--- config.mk ---
export PLATFORM = sky130hd
export DESIGN_NAME = muldiv_sched
export DESIGN_NICKNAME = d
export VERILOG_FILES = /design/src/rtl/muldiv_sched.sv
export SDC_FILE = /design/constraint.sdc
export NUM_CORES = 1
export LEC_CHECK = 0
export ABC_AREA = 1
export CORE_MARGIN = 8
export CORE_UTILIZATION = 49
export CTS_CLUSTER_SIZE = 40
export DETAILED_ROUTE_END_ITERATION = 7
export PLACE_DENSITY = 0.94
export RECOVER_POWER = 50
export SLEW_MARGIN = 20
export SYNTH_ARGS = -nofsm -noshare
export SYNTH_HDL_FRONTEND = slang
export SYNTH_SLANG_ARGS = --single-unit
--- constraint.sdc ---
create_clock -name clk -period 6.05 [get_ports clk]
set_input_delay 0.9075 -clock clk [delete_from_list [all_inputs] [get_ports clk]]
set_output_delay 0.9075 -clock clk [all_outputs]
set_load 0.005 [all_outputs]
--- src/rtl/muldiv_sched.sv ---
`default_nettype none
// +--------------------------------------------------------------------------+
// | muldiv_sched: two-slot MULT/DIV issue scheduler with sign handling for an |
// | external unsigned engine. Optional MULDIV_DIV0_FAST_EN: divide-by-zero    |
// | bypasses the engine and writes hi=a, lo=all-ones.                         |
// | Revision: 1.0                                                             |
// +--------------------------------------------------------------------------+
module muldiv_sched (
    input  logic             clk,
    input  logic             reset,
    input  logic [1:0]       req_valid,
    input  logic [1:0][1:0]  req_op,
    input  logic [1:0][31:0] req_a,
    input  logic [1:0][31:0] req_b,
    input  logic             flush,
    output logic             stall,
    output logic             eng_start,
    output logic             eng_abort,
    output logic             eng_is_div,
    output logic [31:0]      eng_a,
    output logic [31:0]      eng_b,
    input  logic             eng_done,
    input  logic [63:0]      eng_res,
    output logic             hilo_we,
    output logic [63:0]      hilo_data,
    output logic             hilo_slot,
    output logic             busy
);

    typedef enum logic [1:0] {
        S_IDLE  = 2'd0,
        S_START = 2'd1,
        S_WAIT  = 2'd2,
        S_WB    = 2'd3
    } state_t;

    state_t      state_q, state_d;
    logic [1:0]  served_q, served_d;
    logic        is_div_q, is_div_d;
    logic        sa_q, sa_d;
    logic        sb_q, sb_d;
    logic [31:0] a_q, a_d;
    logic [31:0] b_q, b_d;
    logic        slot_q, slot_d;
    logic [63:0] res_q, res_d;

    logic [1:0]  pending;
    logic [1:0]  slot_bit;
    logic        sel_slot;
    logic [1:0]  sel_op;
    logic [31:0] sel_a;
    logic [31:0] sel_b;
    logic        sel_sa;
    logic        sel_sb;
    logic        write_done;
    logic        stall_raw;
    logic        neg;
    logic [63:0] mul_res;
    logic [31:0] div_lo;
    logic [31:0] div_hi;

    always_comb begin
        state_d  = state_q;
        served_d = served_q;
        is_div_d = is_div_q;
        sa_d     = sa_q;
        sb_d     = sb_q;
        a_d      = a_q;
        b_d      = b_q;
        slot_d   = slot_q;
        res_d    = res_q;

        // Slot 1 is the older instruction, so it wins the arbitration.
        pending  = req_valid & ~served_q;
        sel_slot = pending[1];
        sel_op   = req_op[sel_slot];
        sel_a    = req_a[sel_slot];
        sel_b    = req_b[sel_slot];
        sel_sa   = ~sel_op[0] & sel_a[31];
        sel_sb   = ~sel_op[0] & sel_b[31];

        neg      = sa_q ^ sb_q;
        mul_res  = neg ? -eng_res : eng_res;
        div_lo   = neg ? -eng_res[31:0] : eng_res[31:0];
        div_hi   = sa_q ? -eng_res[63:32] : eng_res[63:32];

        slot_bit   = slot_q ? 2'b10 : 2'b01;
        write_done = (state_q == S_WB) && !flush;
        // The write of the last outstanding slot releases the pipeline in the same cycle.
        if (write_done) begin
            stall_raw = (req_valid & ~(served_q | slot_bit)) != 2'b00;
        end else begin
            stall_raw = (pending != 2'b00) || (state_q != S_IDLE);
        end

        case (state_q)
            S_IDLE: begin
                if (pending != 2'b00) begin
                    slot_d   = sel_slot;
                    is_div_d = sel_op[1];
                    sa_d     = sel_sa;
                    sb_d     = sel_sb;
                    a_d      = sel_sa ? -sel_a : sel_a;
                    b_d      = sel_sb ? -sel_b : sel_b;
                    state_d  = S_START;
`ifdef MULDIV_DIV0_FAST_EN
                    if (sel_op[1] && (sel_b == 32'd0)) begin
                        res_d   = {sel_a, 32'hFFFF_FFFF};
                        state_d = S_WB;
                    end
`endif
                end
            end
            S_START: state_d = S_WAIT;
            S_WAIT: begin
                if (eng_done) begin
                    res_d   = is_div_q ? {div_hi, div_lo} : mul_res;
                    state_d = S_WB;
                end
            end
            S_WB: begin
                served_d = served_q | slot_bit;
                state_d  = S_IDLE;
            end
            default: state_d = S_IDLE;
        endcase

        if (!stall_raw) begin
            served_d = 2'b00;
        end
        if (flush) begin
            state_d  = S_IDLE;
            served_d = 2'b00;
        end
    end

    always_ff @(posedge clk or posedge reset) begin
        if (reset) begin
            state_q  <= S_IDLE;
            served_q <= 2'b00;
            is_div_q <= 1'b0;
            sa_q     <= 1'b0;
            sb_q     <= 1'b0;
            a_q      <= 32'd0;
            b_q      <= 32'd0;
            slot_q   <= 1'b0;
            res_q    <= 64'd0;
        end else begin
            state_q  <= state_d;
            served_q <= served_d;
            is_div_q <= is_div_d;
            sa_q     <= sa_d;
            sb_q     <= sb_d;
            a_q      <= a_d;
            b_q      <= b_d;
            slot_q   <= slot_d;
            res_q    <= res_d;
        end
    end

    // stall reads req_valid directly, so it must be masked while reset is held.
    assign stall      = ~reset & stall_raw;
    assign eng_start  = (state_q == S_START);
    assign eng_abort  = flush && ((state_q == S_START) || (state_q == S_WAIT));
    assign eng_is_div = is_div_q;
    assign eng_a      = a_q;
    assign eng_b      = b_q;
    assign hilo_we    = write_done;
    assign hilo_data  = res_q;
    assign hilo_slot  = slot_q;
    assign busy       = (state_q != S_IDLE);

endmodule
`default_nettype wire

After elaboration in Yosys (flattened, before gate mapping)

Cells that the tools add are included.

Bits of input ports: 202
Register bits: 136
Output and inout bits: 135
Word-level logic and storage cells: 65

Magnitude comparators: 1
$add $sub $neg: 5
Equal/unequal tests: 6
Reductions and logical operators: 12
Bitwise operators: 11
Mux-type cells: 21

Operator list:

| kind                                                       | count |
|---|---|
| 2-to-1 mux 32 bit                                          | 8 |
| 2-to-1 mux 64 bit                                          | 2 |
| negator 32 bit                                             | 4 |
| negator 64 bit                                             | 1 |
| 2-to-1 mux 2 bit                                           | 9 |
| case mux 2 bit (4 select lines)                            | 1 |
| inequality test 3 bit, second input constant               | 2 |
| AND reduction 2 bit                                        | 3 |
| nonzero test 2 bit                                         | 3 |
| AND 2 bit                                                  | 2 |
| equality test 2 bit, second input constant                 | 2 |
| NOT 2 bit                                                  | 2 |
| AND 1 bit                                                  | 3 |
| inequality test 3 x 2 -> 1 bit, second input constant      | 1 |
| equality test 2 x 1 -> 1 bit, second input constant        | 1 |
| logical AND 1 bit                                          | 2 |
| zero test 2 bit                                            | 1 |
| logical OR 1 bit                                           | 2 |
| less-than comparator 1 x 2 -> 1 bit, second input constant | 1 |
| NOT 1 bit                                                  | 2 |
| OR 2 bit                                                   | 1 |
| zero test 1 bit                                            | 1 |
| 2-to-1 mux 1 bit                                           | 1 |
| bitwise XOR 1 bit                                          | 1 |

Depth between registers and ports, before layout

Depth after elaboration: 8
Depth in mapped cells: 15
Mapped depth without buffers: 14

Worst setup path before layout

No wires, ideal clock.

Kind: input-to-output
From: input port req_valid[1]
To: output port stall
Stages: 8
Slack: 3.307 ns
Data required time: 5.142 ns
Path buffers: 1
Arrival: 1.835 ns
Path through: inv_1 > nor2_4 > clkbuf_1 > nand2_1 > o311ai_0 > o21a_1 > inv_1 > nor2_1

Word-level cells in the longest chain between the ends: 5
Elaborated cells on any way between the ends: 7
Classes of those cells: mux: 1; bitwise: 3; reduce/logical: 3

Ends and longest elaborated chain:

| what               | RTL line | source |
|---|---|---|
| start: declaration | 11       | `input logic [1:0] req_valid,` |
| AND 2 bit          | 74       | `pending = req_valid & ~served_q;` |
| nonzero test 2 bit | 93       | `stall_raw = (pending != 2'b00) \|\| (state_q != S_IDLE);` |
| logical OR 1 bit   | 93       |  |
| 2-to-1 mux 1 bit * | 90       | `if (write_done) begin` |
| AND 1 bit *        | 162      | `assign stall = ~reset & stall_raw;` |
| end: declaration   | 16       | `output logic stall,` |

Every way passes the cells marked *; elsewhere a longest branch is shown, timed or not.

==> results.json <==
{
  "hp-class": "reg2reg",
  "yosysMostFrequentCell": "nand2_1",
  "leakagePower_nw": 7.780,
  "cts_made_buffers": 17,
  "final_cell_area_um2": 15370,
  "drv_slew": 92,
  "tightest_slew_ns": 3.670,
  "io-pin-count": 337,
  "finalHoldViolCount": 0,
  "busiest_layer": "met2",
  "placedInstanceArea_um2": 14790,
  "fin_skew_ns": 0.009752,
  "start_util": 0.4929,
  "grt_max_degree": 109,
  "cts_tree": "built",
  "n_fill_cell": 2139,
  "ys_async_sr_fraction": 1.000,
  "crit_type": "in2async",
  "fin_crit_sh": 0.7401,
  "ys.warnings.count": 0,
  "max_stage_delay_ns": 2.58,
  "synth_edf_count": 0,
  "final-setup-viol-count": 0,
  "placedCellCount": 2543,
  "layout.nets": 2483,
  "hold_buffers": 0,
  "areaGrowthSynthToFinish_pct": 34.87,
  "powerDensity_nw_per_um2": 395.4,
  "use_met1": 0.3911,
  "holdWs_ns": 0.4719,
  "gr-total-overflow": 0,
  "ys_seq_elements": 136,
  "final_util": 0.6648,
  "fin_cells": 2575,
  "rows": 56,
  "max_freq_mhz": 223.3,
  "crit_path_end_kind": "asynchronous set/reset pin",
  "ys_top_cells_by_count": "nand2_1, nor2_1, nand3_1",
  "synth_area_leaders": "dfrtp_1, nand2_1, nand3_1",
  "start_kind": "input pin",
  "syn_inst": 1983,
  "detail_route.iter0.violations": 1417,
  "worst_r2r_path_depth": 9,
  "grt_first_pass_wirelength_mm": 75.15,
  "maxCapViolCount": 1,
  "ir_drop_mv": 0.2440,
  "fp.dieArea_um2": 28400,
  "met2_usage": 0.5739,
  "status": "finished, violations left",
  "min_path_cells": 2,
  "clock_sinks": 136,
  "critPathTopFamily": "buffers and inverters",
  "violations": "capacitance limit, slew limit",
  "cp_max_fo": 91,
  "cp.depth": 3,
  "dp_hpwl_mm": 38.51,
  "drt_first_pass_iters": 6,
  "drcViolationCount": 0,
  "antenna_cells": 0,
  "critPathBufInv": 3,
  "cts_root_buffer": "clkbuf_16",
  "vias": 14010,
  "portBuffers": 336,
  "preCtsSetupSlack_ns": 1.786,
  "cts_max_path_buffers": 2,
  "wire_per_inst_um": 18.92,
  "critPathArrivalTime_ns": 4.98,
  "rrSetupSlack_ns": 2.32,
  "synthDistinctLibCells": 40,
  "vias_per_cell": 5.439,
  "cts_resized": 0,
  "clk_pin_slew_ns": 0.07,
  "layout_setup_ws_ns": 1.572,
  "cts-htree-levels": 4,
  "antenna_found_initial": 4,
  "routed_wl_mm": 48.71,
  "cp_slowest_cell": "inv_1",
  "yosysSeqAreaShare": 0.2986,
  "cp.required_ns": 6.56,
  "cts_setup_buffers": 0,
  "setup-tns-final_ns": 0,
  "clock_latency_ns": 0.43,
  "use_met3": 0.08083,
  "drive_gt1_frac": 0.02801,
  "track_usage": 0.3378,
  "gp_congestion": 0.9648,
  "multi_input_area_um2": 6899,
  "synth_ff_type": "dfrtp_1",
  "fin_crit_ns": 4.478,
  "seq_area_um2": 3403,
  "synth_area_um2": 11400,
  "p_total_mw": 6.078,
  "synth.avg_cell_area_um2": 5.747,
  "slew_headroom": -1.449,
  "die_y_um": 168.5,
  "rsz0062_at_grt": "no",
  "syn-num-nets": 2194,
  "grt_pass1_vias": 13480,
  "die_w_um": 168.5,
  "core_um2": 23120,
  "cp_cell_sequence": "dlygate4sd3_1 -> inv_1 -> buf_4",
  "drtAntennaViolNets": 0,
  "synth_top_cell_by_area": "dfrtp_1",
  "synth.top_cell.area_share": 0.2986
}
[power by group]
| part | total [mW] | leakage, nW | internal, mW | switching (mW) |
|---|---|---|---|---|
| clock | 1.08 | 0.283 | 0.585 | 0.497 |
| sequential | 1.67 | 1.67 | 1.35 | 0.322 |
| combinational | 3.32 | 5.83 | 1.38 | 1.95 |
[worst paths after layout]
path,startpoint,to
max reg2reg,sa_q,hilo_data[61]
min,hilo_data[49],hilo_data[49]
min in group asynchronous,reset,served_q[1]
max,reset,eng_b[23]
min reg2reg,hilo_data[49],hilo_data[49]
max in group clk,req_valid[1],stall
[cells in the final DEF, fill, tap and decap left out, types with 4 or more instances in the layout]
cell	instances
ha_1	9
nor2_1	252
o21ai_0	104
nand2_2	5
inv_8	4
xor2_1	37
a31oi_1	6
nand2_1	862
dfrtp_1	136
nand4_1	6
buf_4	8
inv_6	6
dlygate4sd3_1	113
inv_1	184
nor2_4	4
nor2_2	4
xnor2_1	7
nand3_1	225
clkbuf_16	17
o21ai_1	14
nand3b_1	10
a21oi_1	19
clkdlybuf4s50_1	222
[state kept, by name, summed over array words and instances (netlist names)]
register    cells
hilo_data      64
sa_q            1
hilo_slot       1
sb_q            1
state_q         2
eng_a          32
eng_is_div      1
eng_b          32
served_q        2
[layout make-up]
type                    count  area share
multi-input cells        1585      0.4488
repair buffers            344      0.2224
flip-flops and latches    136      0.2214
inverters                 188     0.04591
clock buffers              17     0.02768
well taps                 290     0.02361
clock inverters            15     0.01018
[logic make-up (layout without fill, tap and decap cells)]
family / Yosys count / in the layout / synth area share
buffers and inverters: 262 / 564 / 0.09694
XOR/XNOR: 44 / 44 / 0.03381
AO/OA/AOI/OAI: 154 / 154 / 0.07114
flip-flops: 136 / 136 / 0.2986
AND/OR/NAND/NOR: 1378 / 1378 / 0.4896
adder cells (fa/ha/maj): 9 / 9 / 0.009881
[metal layers]
metal / wire (um) / vias up / part of all wire
met3: 4403 / 151 / 0.090
met1: 18750 / 6339 / 0.38
met4: 2547 / 6 / 0.052
li1: - / 6755 / -
met2: 22970 / 754 / 0.47
met5: 37 / - / 0.00076
[tightest hold or removal path, stage by stage, from the launching register on]
cell     delay (ns)
dfrtp_1        0.34
nand2_1        0.05
nand2_1        0.05
Power figures use the tool's default switching activity.
